[config.mk]
export PLATFORM = sky130hd
export DESIGN_NAME = mem_stage
export DESIGN_NICKNAME = d
export VERILOG_FILES = /design/src/rtl/mem_stage.sv
export SDC_FILE = /design/constraint.sdc
export NUM_CORES = 1
export LEC_CHECK = 0
export CORE_MARGIN = 2
export CORE_UTILIZATION = 45
export DETAILED_ROUTE_END_ITERATION = 8
export PLACE_DENSITY = 0.81
export RECOVER_POWER = 25
export SYNTH_ARGS = -nofsm -noshare
export SYNTH_HDL_FRONTEND = slang
export SYNTH_SLANG_ARGS = --single-unit
[constraint.sdc]
create_clock -name clk -period 3 [get_ports clk]
set_input_delay 0.6 -clock clk [delete_from_list [all_inputs] [get_ports clk]]
set_output_delay 0.6 -clock clk [all_outputs]
set_load 0.02 [all_outputs]
[src/rtl/mem_stage.sv]
// Memory stage: one instruction in flight, issues a data-memory access when needed, then hands results to writeback.
// Optional alignment trap enabled by defining MEM_ALIGN_CHECK_EN.
module mem_stage (
    input  logic        clk,
    input  logic        rst,
    input  logic        in_valid,
    output logic        in_ready,
    input  logic [7:0]  icode_i,
    input  logic [31:0] valE_i,
    input  logic [31:0] valA_i,
    input  logic [7:0]  dstE_i,
    input  logic [7:0]  dstM_i,
    output logic        dmem_req,
    output logic        dmem_we,
    output logic [31:0] dmem_addr,
    output logic [31:0] dmem_wdata,
    input  logic        dmem_ack,
    input  logic [31:0] dmem_rdata,
    output logic        out_valid,
    input  logic        out_ready,
    output logic [7:0]  icode_o,
    output logic [31:0] valE_o,
    output logic [31:0] valM_o,
    output logic [7:0]  dstE_o,
    output logic [7:0]  dstM_o,
    output logic [1:0]  stat_o
);

    localparam int unsigned DATA_W = 32;
    localparam int unsigned BYTE_W = 8;
    localparam int unsigned STAT_W = 2;

    localparam logic [1:0] S_IDLE   = 2'd0;
    localparam logic [1:0] S_ACCESS = 2'd1;
    localparam logic [1:0] S_DONE   = 2'd2;

    localparam logic [BYTE_W-1:0] I_CALL   = 8'h8;
    localparam logic [BYTE_W-1:0] I_RET    = 8'h9;
    localparam logic [BYTE_W-1:0] I_RMMOVL = 8'h4;
    localparam logic [BYTE_W-1:0] I_MRMOVL = 8'h5;
    localparam logic [BYTE_W-1:0] I_PUSHL  = 8'hA;
    localparam logic [BYTE_W-1:0] I_POPL   = 8'hB;

    localparam logic [STAT_W-1:0] STAT_AOK = 2'b00;
    localparam logic [STAT_W-1:0] STAT_ADR = 2'b10;

    logic [1:0]        state_q, state_d;
    logic [BYTE_W-1:0] icode_q, icode_d;
    logic [DATA_W-1:0] valE_q, valE_d;
    logic [DATA_W-1:0] valM_q, valM_d;
    logic [BYTE_W-1:0] dstE_q, dstE_d;
    logic [BYTE_W-1:0] dstM_q, dstM_d;
    logic [STAT_W-1:0] stat_q, stat_d;
    logic [DATA_W-1:0] addr_q, addr_d;
    logic [DATA_W-1:0] wdata_q, wdata_d;
    logic              we_q, we_d;

    logic              accept;
    logic              is_wr_op;
    logic              is_rd_op;
    logic              use_valA_addr;
    logic [DATA_W-1:0] acc_addr;
    logic              misaligned;

    // Decode of the incoming instruction's memory behaviour.
    assign is_wr_op      = (icode_i == I_RMMOVL) || (icode_i == I_PUSHL) || (icode_i == I_CALL);
    assign use_valA_addr = (icode_i == I_POPL) || (icode_i == I_RET);
    assign is_rd_op      = (icode_i == I_MRMOVL) || use_valA_addr;
    assign acc_addr      = use_valA_addr ? valA_i : valE_i;

`ifdef MEM_ALIGN_CHECK_EN
    assign misaligned = (is_wr_op || is_rd_op) && (acc_addr[1:0] != 2'b00);
`else
    assign misaligned = 1'b0;
`endif

    assign in_ready = rst && ((state_q == S_IDLE) || ((state_q == S_DONE) && out_ready));
    assign accept   = in_valid && in_ready;

    always_comb begin
        state_d = state_q;
        icode_d = icode_q;
        valE_d  = valE_q;
        valM_d  = valM_q;
        dstE_d  = dstE_q;
        dstM_d  = dstM_q;
        stat_d  = stat_q;
        addr_d  = addr_q;
        wdata_d = wdata_q;
        we_d    = we_q;

        case (state_q)
            S_IDLE: begin
            end
            S_ACCESS: begin
                if (dmem_ack) begin
                    if (!we_q) begin
                        valM_d = dmem_rdata;
                    end
                    state_d = S_DONE;
                end
            end
            S_DONE: begin
                if (out_ready && !in_valid) begin
                    state_d = S_IDLE;
                end
            end
            default: state_d = S_IDLE;
        endcase

        // Accept only happens in IDLE or DONE, so it overrides the case above.
        if (accept) begin
            icode_d = icode_i;
            valE_d  = valE_i;
            valM_d  = '0;
            dstE_d  = dstE_i;
            dstM_d  = dstM_i;
            addr_d  = acc_addr;
            wdata_d = valA_i;
            we_d    = is_wr_op;
            stat_d  = misaligned ? STAT_ADR : STAT_AOK;
            state_d = ((is_wr_op || is_rd_op) && !misaligned) ? S_ACCESS : S_DONE;
        end
    end

    always_ff @(posedge clk) begin
        if (!rst) begin
            state_q <= S_IDLE;
            icode_q <= '0;
            valE_q  <= '0;
            valM_q  <= '0;
            dstE_q  <= '0;
            dstM_q  <= '0;
            stat_q  <= '0;
            addr_q  <= '0;
            wdata_q <= '0;
            we_q    <= 1'b0;
        end else begin
            state_q <= state_d;
            icode_q <= icode_d;
            valE_q  <= valE_d;
            valM_q  <= valM_d;
            dstE_q  <= dstE_d;
            dstM_q  <= dstM_d;
            stat_q  <= stat_d;
            addr_q  <= addr_d;
            wdata_q <= wdata_d;
            we_q    <= we_d;
        end
    end

    // Handshake strobes are masked by reset so they drop as soon as reset asserts.
    assign dmem_req   = rst && (state_q == S_ACCESS);
    assign dmem_we    = dmem_req && we_q;
    assign dmem_addr  = addr_q;
    assign dmem_wdata = wdata_q;
    assign out_valid  = rst && (state_q == S_DONE);

    assign icode_o = icode_q;
    assign valE_o  = valE_q;
    assign valM_o  = valM_q;
    assign dstE_o  = dstE_q;
    assign dstM_o  = dstM_q;
    assign stat_o  = stat_q;

endmodule

======== Yosys cells after proc, flatten, opt, wreduce, memory -nomap -nowiden ========
Cells that the tools add are included.
storage, ports and cells
  bits of input ports ..................... 125
  register bits after elaboration ......... 155
  output and inout port bits .............. 158
  logic and storage cells ................. 46
cells by class
  eq/ne operators ......................... 11
  bitwise logic cells ..................... 2
  reductions and logical operators ........ 18
  multiplexer cells ....................... 6
operators by type and width
  kind                                                                      number
  8-bit by 4-bit equality test with 1-bit output (second input constant)    4
  32-bit two-way mux                                                        1
  8-bit by 3-bit equality test with 1-bit output (second input constant)    2
  2-bit two-way mux                                                         4
  1-bit logical AND                                                         7
  1-bit logical OR                                                          6
  2-bit one-hot mux with 3 select lines                                     1
  3-bit AND reduction                                                       2
  3-bit by 2-bit inequality test with 1-bit output (second input constant)  1
  3-bit inequality test (second input constant)                             1
  2-bit by 1-bit equality test with 1-bit output (second input constant)    1
  2-bit equality test (second input constant)                               1
  2-bit zero test                                                           1
  2-bit inequality test (second input constant)                             1
  1-bit NOT                                                                 2
  2-bit OR reduction                                                        1
  1-bit zero test                                                           1

======== Logic depth before layout (Yosys ltp) ========
Gate-level depths: netlist of the first run.
  depth in word-level cells ............... 7
  depth in mapped cells ................... 6

======== Worst setup path after synthesis of the first run ========
No wires, ideal clock.
  kind .................................... input port to output port
  start ................................... in rst
  end ..................................... out dmem_we
  slack ................................... 785 ps
  data required time ...................... 2,400 ps
  data arrival time ....................... 1,615 ps
  stages on the path ...................... 3
  cell sequence ........................... inv_1 -> nor3b_1 -> and2_1
between the ends
  cells in the longest elaborated chain, start to end .. 2
RTL lines
  what               line  source
  from (decl)        5     input logic rst,
  1-bit logical AND  153   assign dmem_req = rst && (state_q == S_ACCESS);
  via dmem_req       13    output logic dmem_req,
  1-bit logical AND  154   assign dmem_we = dmem_req && we_q;
  to (decl)          14    output logic dmem_we,
The timed path passes the listed nets, and every way through them passes these cells.

======== Final worst setup path of the first run ========
  start ................................... reg state_q[0]
  end ..................................... out dmem_we
between the ends
  cells in the longest elaborated chain, start to end .. 3
RTL lines
  what                                            line  source
  from (decl)                                     47    logic [1:0] state_q, state_d;
  from (signal assigned)                          139   state_q <= state_d;
  2-bit by 1-bit equality test with 1-bit output  153
  1-bit logical AND                               153
  1-bit logical AND                               154
Every way passes these cells.

==> results.json, run 1 <==
{
  "run_status": "complete, but fails checks",
  "failed_checks": "max-capacitance violations, max-slew violations",
  "final_min_period_over_clock_period_pct": 92.2,
  "end_kind": "output pin",
  "cp_cell_sequence": "nor3b_1, and2_1, clkdlybuf4s50_1",
  "detail-route-antenna-nets": 0,
  "finClkSkew_ps": 5.22,
  "cpPeakStageDelay_ps": 590,
  "gpl.final_weighted_congestion": 0.790,
  "power_density_mw_per_mm2": 571,
  "r2r-start": "state_q[1]",
  "holdPathStages": 2,
  "port_buffers": 280,
  "p_total_mw": 5.59,
  "final.fill_count": 1147,
  "critical_register_to_register_path_endpoint": "state_q[1]",
  "detail_route.wirelength_mm": 22.2,
  "vdd_ir_drop_max_mv": 0.364,
  "critical_path_startpoint_category": "register",
  "worst-slew-pin-transition_ps": 1590,
  "post_cts.resized_instances": 0,
  "place.detailed.hpwl_mm": 14.2,
  "rsz0062_at_grt": "false",
  "critical-path-slowest-cell": "sky130_fd_sc_hd__clkdlybuf4s50_1",
  "first_global_vias": 6297,
  "timing.final.hold_violations": 0,
  "design.final.nets": 1118,
  "insertion_delay_ps": 410,
  "drt-vias-per-instance": 5.77,
  "synthToLayoutAreaGrowth_pct": 53.5,
  "chipWidth_um": 123,
  "clkSlewWorstSetupHoldPaths_ps": 60,
  "startpoint_to_endpoint_class_of_the_critical_path": "reg2out",
  "clock_sinks": 155,
  "tritoncts.num_buffers": 17,
  "preCtsSetupSlack_ps": 352,
  "avgSynthCellArea_um2": 8.29,
  "row_count": 43,
  "core_region_area_mm2": 0.0139,
  "crit_arrival_ps": 2170,
  "grt_pass1_wl_mm": 33.4,
  "number_of_detailed_route_iterations_in_the_first_pass": 5,
  "grt_overflow": 0,
  "insertedDiodeCount": 0,
  "cts-root-buf": "sky130_fd_sc_hd__clkbuf_16",
  "post_route_cells_drive_above_1_share_pct": 5.67,
  "maxCapViolations": 1,
  "cts.htree.levels": 4,
  "timing.final.ws_setup_ps": 233,
  "via_count": 6840,
  "initial_utilization_pct": 45.9,
  "register_area_share_after_synthesis_pct": 48.7,
  "yosysWarningCount": 0,
  "grt.total_usage_pct": 28.1,
  "design.die.area_mm2": 0.0151,
  "die_height_um": 123,
  "drc": 0,
  "path_max_fanout": 9,
  "holdCritStartpoint": "dstE_o[4]",
  "minimum_clock_period_ps": 2770,
  "r2r_setup_slack_ps": 730,
  "max-slew-margin-rel_pct": -5.81,
  "flip_flop_and_latch_count_after_synthesis": 155,
  "setup_viol": 0,
  "io_pins": 283,
  "slew_violations": 35,
  "synth_cell_types": 35,
  "hold_slack_ps": 452,
  "number_of_hold_buffers_added_after_cts": 0,
  "cts_tree": "yes",
  "dp_cells": 1154,
  "worstPathRequired_ps": 2400,
  "clock.fmax_ghz": 0.361,
  "syn_inst": 769,
  "grt_start_max_net_pins": 122,
  "timing.hold.worst_endpoint": "dstE_o[4]",
  "post_cts_repair_setup_buffers": 0,
  "routedWlPerCell_um": 18.7,
  "fin_setup_tns_ps": 0,
  "drt_iter0_drc": 506,
  "leakage_power_figure_nw": 3.33,
  "post_synth_instance_area_mm2": 0.00637,
  "layout.cells.non_filler": 1186,
  "r2r_cells": 3,
  "worst_hold_path_type": "reg2reg",
  "ctsLongestPathBuffers": 2,
  "number_of_antenna_violations_at_the_first_check_in_global_routing": 1
}
[per-layer routing]
metal	GRT usage, %	share of wire (%)	vias to the layer above
li1	-	-	3265
met1	34.4	40	3234
met2	44.6	47	298
met3	10.7	10	41
met4	11.2	2.6	2
met5	0	0.059	-
[Yosys cell counts (all sizes together)]
cell type	number	area share, %
a21oi	45	3.5
a31oi	32	3.1
a32oi	32	4.4
and2	2	0.20
and3b	1	0.14
and4bb	1	0.20
buf	49	4.4
clkbuf	47	2.9
conb	1	0.059
dfxtp	155	49
inv	3	0.18
nand2	140	8.2
nand2b	2	0.20
nand3	33	2.6
nand3b	1	0.12
nand4	88	8.6
nand4bb	1	0.18
nor2	1	0.059
nor2b	3	0.29
nor3	1	0.26
nor3b	3	0.35
nor4	1	0.33
o21ai	109	8.6
o221a	1	0.18
o2bb2ai	1	0.14
o311ai	1	0.14
o31ai	14	1.7
or4	1	0.18
[logic make-up after synthesis]
logic type             after synthesis  synth area share (%)
other                                1                0.0588
flip-flops                         155                  48.7
AO/OA/AOI/OAI                      235                  21.8
AND/OR/NAND/NOR                    279                  22.0
buffers and inverters               99                  7.50
[report_power, final]
part	switching, mW	internal [mW]
Sequential	0.0707	2.19
Clock	0.835	1.52
Combinational	0.512	0.460
[placed cells by master (no fill, tap or decap), types with 2 or more instances in the layout]
| cell type | Yosys | layout |
|---|---|---|
| sky130_fd_sc_hd__nor2b_1 | 3 | 2 |
| sky130_fd_sc_hd__buf_4 | 3 | 18 |
| sky130_fd_sc_hd__clkbuf_1 | 41 | 2 |
| sky130_fd_sc_hd__nand3_1 | 33 | 33 |
| sky130_fd_sc_hd__and2_1 | 2 | 2 |
| sky130_fd_sc_hd__a21oi_1 | 45 | 45 |
| sky130_fd_sc_hd__clkbuf_16 | 0 | 17 |
| sky130_fd_sc_hd__clkdlybuf4s50_1 | 0 | 276 |
| sky130_fd_sc_hd__a32oi_1 | 32 | 32 |
| sky130_fd_sc_hd__dfxtp_1 | 155 | 155 |
| sky130_fd_sc_hd__a31oi_1 | 32 | 32 |
| sky130_fd_sc_hd__o21ai_1 | 21 | 21 |
| sky130_fd_sc_hd__nand2_1 | 140 | 140 |
| sky130_fd_sc_hd__dlygate4sd3_1 | 0 | 2 |
| sky130_fd_sc_hd__nor3b_1 | 3 | 3 |
| sky130_fd_sc_hd__o21ai_0 | 88 | 88 |
| sky130_fd_sc_hd__conb_1 | 1 | 2 |
| sky130_fd_sc_hd__bufinv_16 | 0 | 5 |
| sky130_fd_sc_hd__inv_1 | 2 | 2 |
| sky130_fd_sc_hd__clkinv_2 | 0 | 3 |
| sky130_fd_sc_hd__clkbuf_8 | 0 | 2 |
| sky130_fd_sc_hd__buf_12 | 0 | 4 |
| sky130_fd_sc_hd__nand2b_1 | 2 | 2 |
| sky130_fd_sc_hd__nand4_1 | 88 | 88 |
| sky130_fd_sc_hd__o31ai_1 | 13 | 13 |
[critical path, delay by kind of cell, from the launching register on]
family                 cells  cell delay (ps)
and+or+nand+nor            2              590
buffers and inverters      1              590
DFF                        1              570
[area by class of cell]
class / count / area, um2 / share of cell area (%)
Inverter: 3 / 11.3 / 0.115
Timing Repair Buffer: 300 / 3000 / 30.6
Clock buffer: 21 / 460 / 4.70
Sequential cell: 155 / 3100 / 31.7
Multi-Input combinational cell: 516 / 2800 / 28.6
Clock inverter: 11 / 190 / 1.94
Tap cell: 180 / 225 / 2.30
[flip-flops by register name, summed over array words and instances (netlist names)]
register and count:
we_q 1, state_q 2, dmem_addr 32, valM_o 32
valE_o 32, dstE_o 8, dstM_o 8, icode_o 8
dmem_wdata 32
[worst max path at each step]
stage	from	slack, ps	endpoint	cells after the start
after global placement	rst	380	dmem_we	5
after detailed placement	rst	350	dmem_we	5
after floorplan	rst	790	dmem_we	3
after global routing	state_q[0]	130	dmem_we	3
after CTS	state_q[0]	230	dmem_we	3
final	state_q[0]	230	dmem_we	3
[stage by stage]
step / util (%) / cell area [um2]
6_report: 70.5 / 9790
5_1_grt: 70.5 / 9790
4_1_cts: 70.7 / 9810
3_5_place_dp: 66.0 / 9160
3_3_place_gp: 66.0 / 9160
2_1_floorplan: - / 6380
No activity file was read; power rests on OpenSTA's default activity.
==> run 2, diff against run 1 <==
--- a/config.mk
+++ b/config.mk
@@ -9,7 +9,7 @@
 export CORE_UTILIZATION = 45
 export DETAILED_ROUTE_END_ITERATION = 8
 export PLACE_DENSITY = 0.81
-export RECOVER_POWER = 25
+export RECOVER_POWER = 100
 export SYNTH_ARGS = -nofsm -noshare
 export SYNTH_HDL_FRONTEND = slang
 export SYNTH_SLANG_ARGS = --single-unit
==> run 2 against run 1 <==
Against the previous run: critical path depth unchanged; register-to-register slack better by 30 ps; critical path type unchanged; count of clock-buffer cells in the layout unchanged; largest power group unchanged; the flow still finishes with violations (max-capacitance violations, max-slew violations); critical endpoint unchanged; hold slack worse by 3.7 ps; largest cell class unchanged.
==> results.json, run 2 (synthesized netlist as in run 1, its figures left out) <==
{
  "design.final.nets": 1118,
  "wl_met3_mm": 2.40,
  "drc": 0,
  "holdPathStages": 2,
  "critical_path_startpoint_category": "register",
  "layout.cells.most_common_list": "sky130_fd_sc_hd__dlygate4sd3_1, sky130_fd_sc_hd__dfxtp_1, sky130_fd_sc_hd__nand2_1",
  "p_sw_share_pct": 25.6,
  "minimum_clock_period_ps": 2840,
  "number_of_hold_buffers_added_after_cts": 0,
  "final.fill_count": 1147,
  "r2r-start": "state_q[1]",
  "ctsLongestPathBuffers": 2,
  "post_cts.resized_instances": 0,
  "timing.final.hold_violations": 0,
  "port_buffers": 280,
  "post_cts_repair_setup_buffers": 0,
  "flop_pwr_share_pct": 40.7,
  "design.die.area_mm2": 0.0151,
  "holdCritStartpoint": "dstE_o[4]",
  "routedWlPerCell_um": 18.7,
  "maxCapViolations": 1,
  "wl_met1_mm": 8.80,
  "place.detailed.hpwl_mm": 14.2,
  "failed_checks": "max-capacitance violations, max-slew violations",
  "cts.htree.levels": 4,
  "preCtsSetupSlack_ps": 352,
  "drt-vias-per-instance": 5.75,
  "number_of_antenna_violations_at_the_first_check_in_global_routing": 1,
  "rsz0062_at_grt": "false",
  "pwr-share-comb_pct": 16.7,
  "first_global_vias": 6297,
  "setup_viol": 0,
  "grt.total_usage_pct": 28.1,
  "cts_tree": "yes",
  "power_density_mw_per_mm2": 566,
  "finClkSkew_ps": 7.29,
  "power.share.clock_pct": 42.6,
  "finalInstanceArea_mm2": 0.00979,
  "leakage_power_figure_nw": 3.73,
  "core_region_area_mm2": 0.0139,
  "clkSlewWorstSetupHoldPaths_ps": 60,
  "detail_route.wirelength_mm": 22.2,
  "crit_arrival_ps": 2240,
  "final_min_period_over_clock_period_pct": 94.7,
  "grt_overflow": 0,
  "insertedDiodeCount": 0,
  "critical_register_to_register_path_endpoint": "state_q[1]",
  "grt_pass1_wl_mm": 33.4,
  "timing.hold.worst_endpoint": "dstE_o[4]",
  "initial_utilization_pct": 45.9,
  "insertion_delay_ps": 420,
  "number_of_detailed_route_iterations_in_the_first_pass": 5,
  "end_kind": "output pin",
  "r2r_cells": 3,
  "worst_hold_path_type": "reg2reg",
  "r2r_setup_slack_ps": 760,
  "run_status": "complete, but fails checks",
  "tritoncts.num_buffers": 17,
  "dp_cells": 1154,
  "max-slew-margin-rel_pct": -4.01,
  "grt_start_max_net_pins": 122,
  "routed-wl-met2_mm": 10.4,
  "chipWidth_um": 123,
  "synthToLayoutAreaGrowth_pct": 53.5,
  "top_layer_used": "met5",
  "post_route_cells_drive_above_1_share_pct": 5.67,
  "layout.cells.non_filler": 1186,
  "detail-route-antenna-nets": 0,
  "layout.cells.most_common": "sky130_fd_sc_hd__dlygate4sd3_1",
  "die_height_um": 123,
  "clock.fmax_ghz": 0.352,
  "worstPathRequired_ps": 2400,
  "via_count": 6820,
  "worst-slew-pin-transition_ps": 1560,
  "vdd_ir_drop_max_mv": 0.363,
  "placedInstanceArea_mm2": 0.00916,
  "power.switching_mw": 1.42,
  "startpoint_to_endpoint_class_of_the_critical_path": "reg2out",
  "drt_iter0_drc": 477,
  "cts-root-buf": "sky130_fd_sc_hd__clkbuf_16",
  "path_max_fanout": 9,
  "slew_violations": 35,
  "io_pins": 283,
  "gpl.final_weighted_congestion": 0.790,
  "clock_sinks": 155,
  "timing.final.ws_setup_ps": 160,
  "internal_power_mw": 4.13,
  "fin_setup_tns_ps": 0,
  "p_total_mw": 5.54,
  "row_count": 43
}
-- run 2: cell types whose count changed in the layout (fill, tap and decap cells not counted), sizes merged --
cell,before,now
clkdlybuf4s50,276,120
dlygate4sd3,2,158
-- run 2: area by class of cell --
class                      instances  area [um2]  share of cell area (%)
sequential                       155        3100                    31.7
timing repair buffer             300        3000                    30.6
multi-input combinational        516        2800                    28.6
clock buffer                      21         460                    4.70
tap                              180         225                    2.30
clock inverter                    11         190                    1.94
inverter                           3        11.3                   0.115
-- run 2: power by group through the flow --
stage                     Clock, mW  Sequential [mW]  Combinational (mW)
after floorplan                   0             2.45               0.287
after global placement            0             2.30               0.967
after detailed placement          0             2.30               0.970
after CTS                      2.39             2.26               0.975
after global routing           2.49             2.27               0.987
final                          2.36             2.25               0.927
-- run 2: stage by stage --
stage	hold WS [ps]	utilization, %
after global routing	465	70.5
after detailed placement	445	66.0
after CTS	453	70.7
final	449	70.5
after global placement	441	66.0
after floorplan	486	-
-- run 2: worst max path at each step --
| stage | cells past startpoint | slack [ps] | endpoint | startpoint |
|---|---|---|---|---|
| CTS | 3 | 230 | dmem_we | state_q[0] |
| finish | 3 | 160 | dmem_we | state_q[0] |
| global route | 3 | 80 | dmem_we | state_q[0] |
| floorplan | 3 | 790 | dmem_we | rst |
| detailed placement | 5 | 350 | dmem_we | rst |
| global placement | 5 | 380 | dmem_we | rst |
-- run 2: worst max-delay path, stage by stage, from the launching register on --
cell	delay (ps)
sky130_fd_sc_hd__dfxtp_1	560
sky130_fd_sc_hd__nor3b_1	420
sky130_fd_sc_hd__and2_1	180
sky130_fd_sc_hd__dlygate4sd3_1	670
-- run 2: per-layer routing --
| metal | vias to the layer above | global-route usage (%) |
|---|---|---|
| met2 | 313 | 44.6 |
| met1 | 3196 | 34.4 |
| li1 | 3269 | - |
| met3 | 40 | 10.7 |
| met4 | 2 | 11.2 |
| met5 | - | 0 |
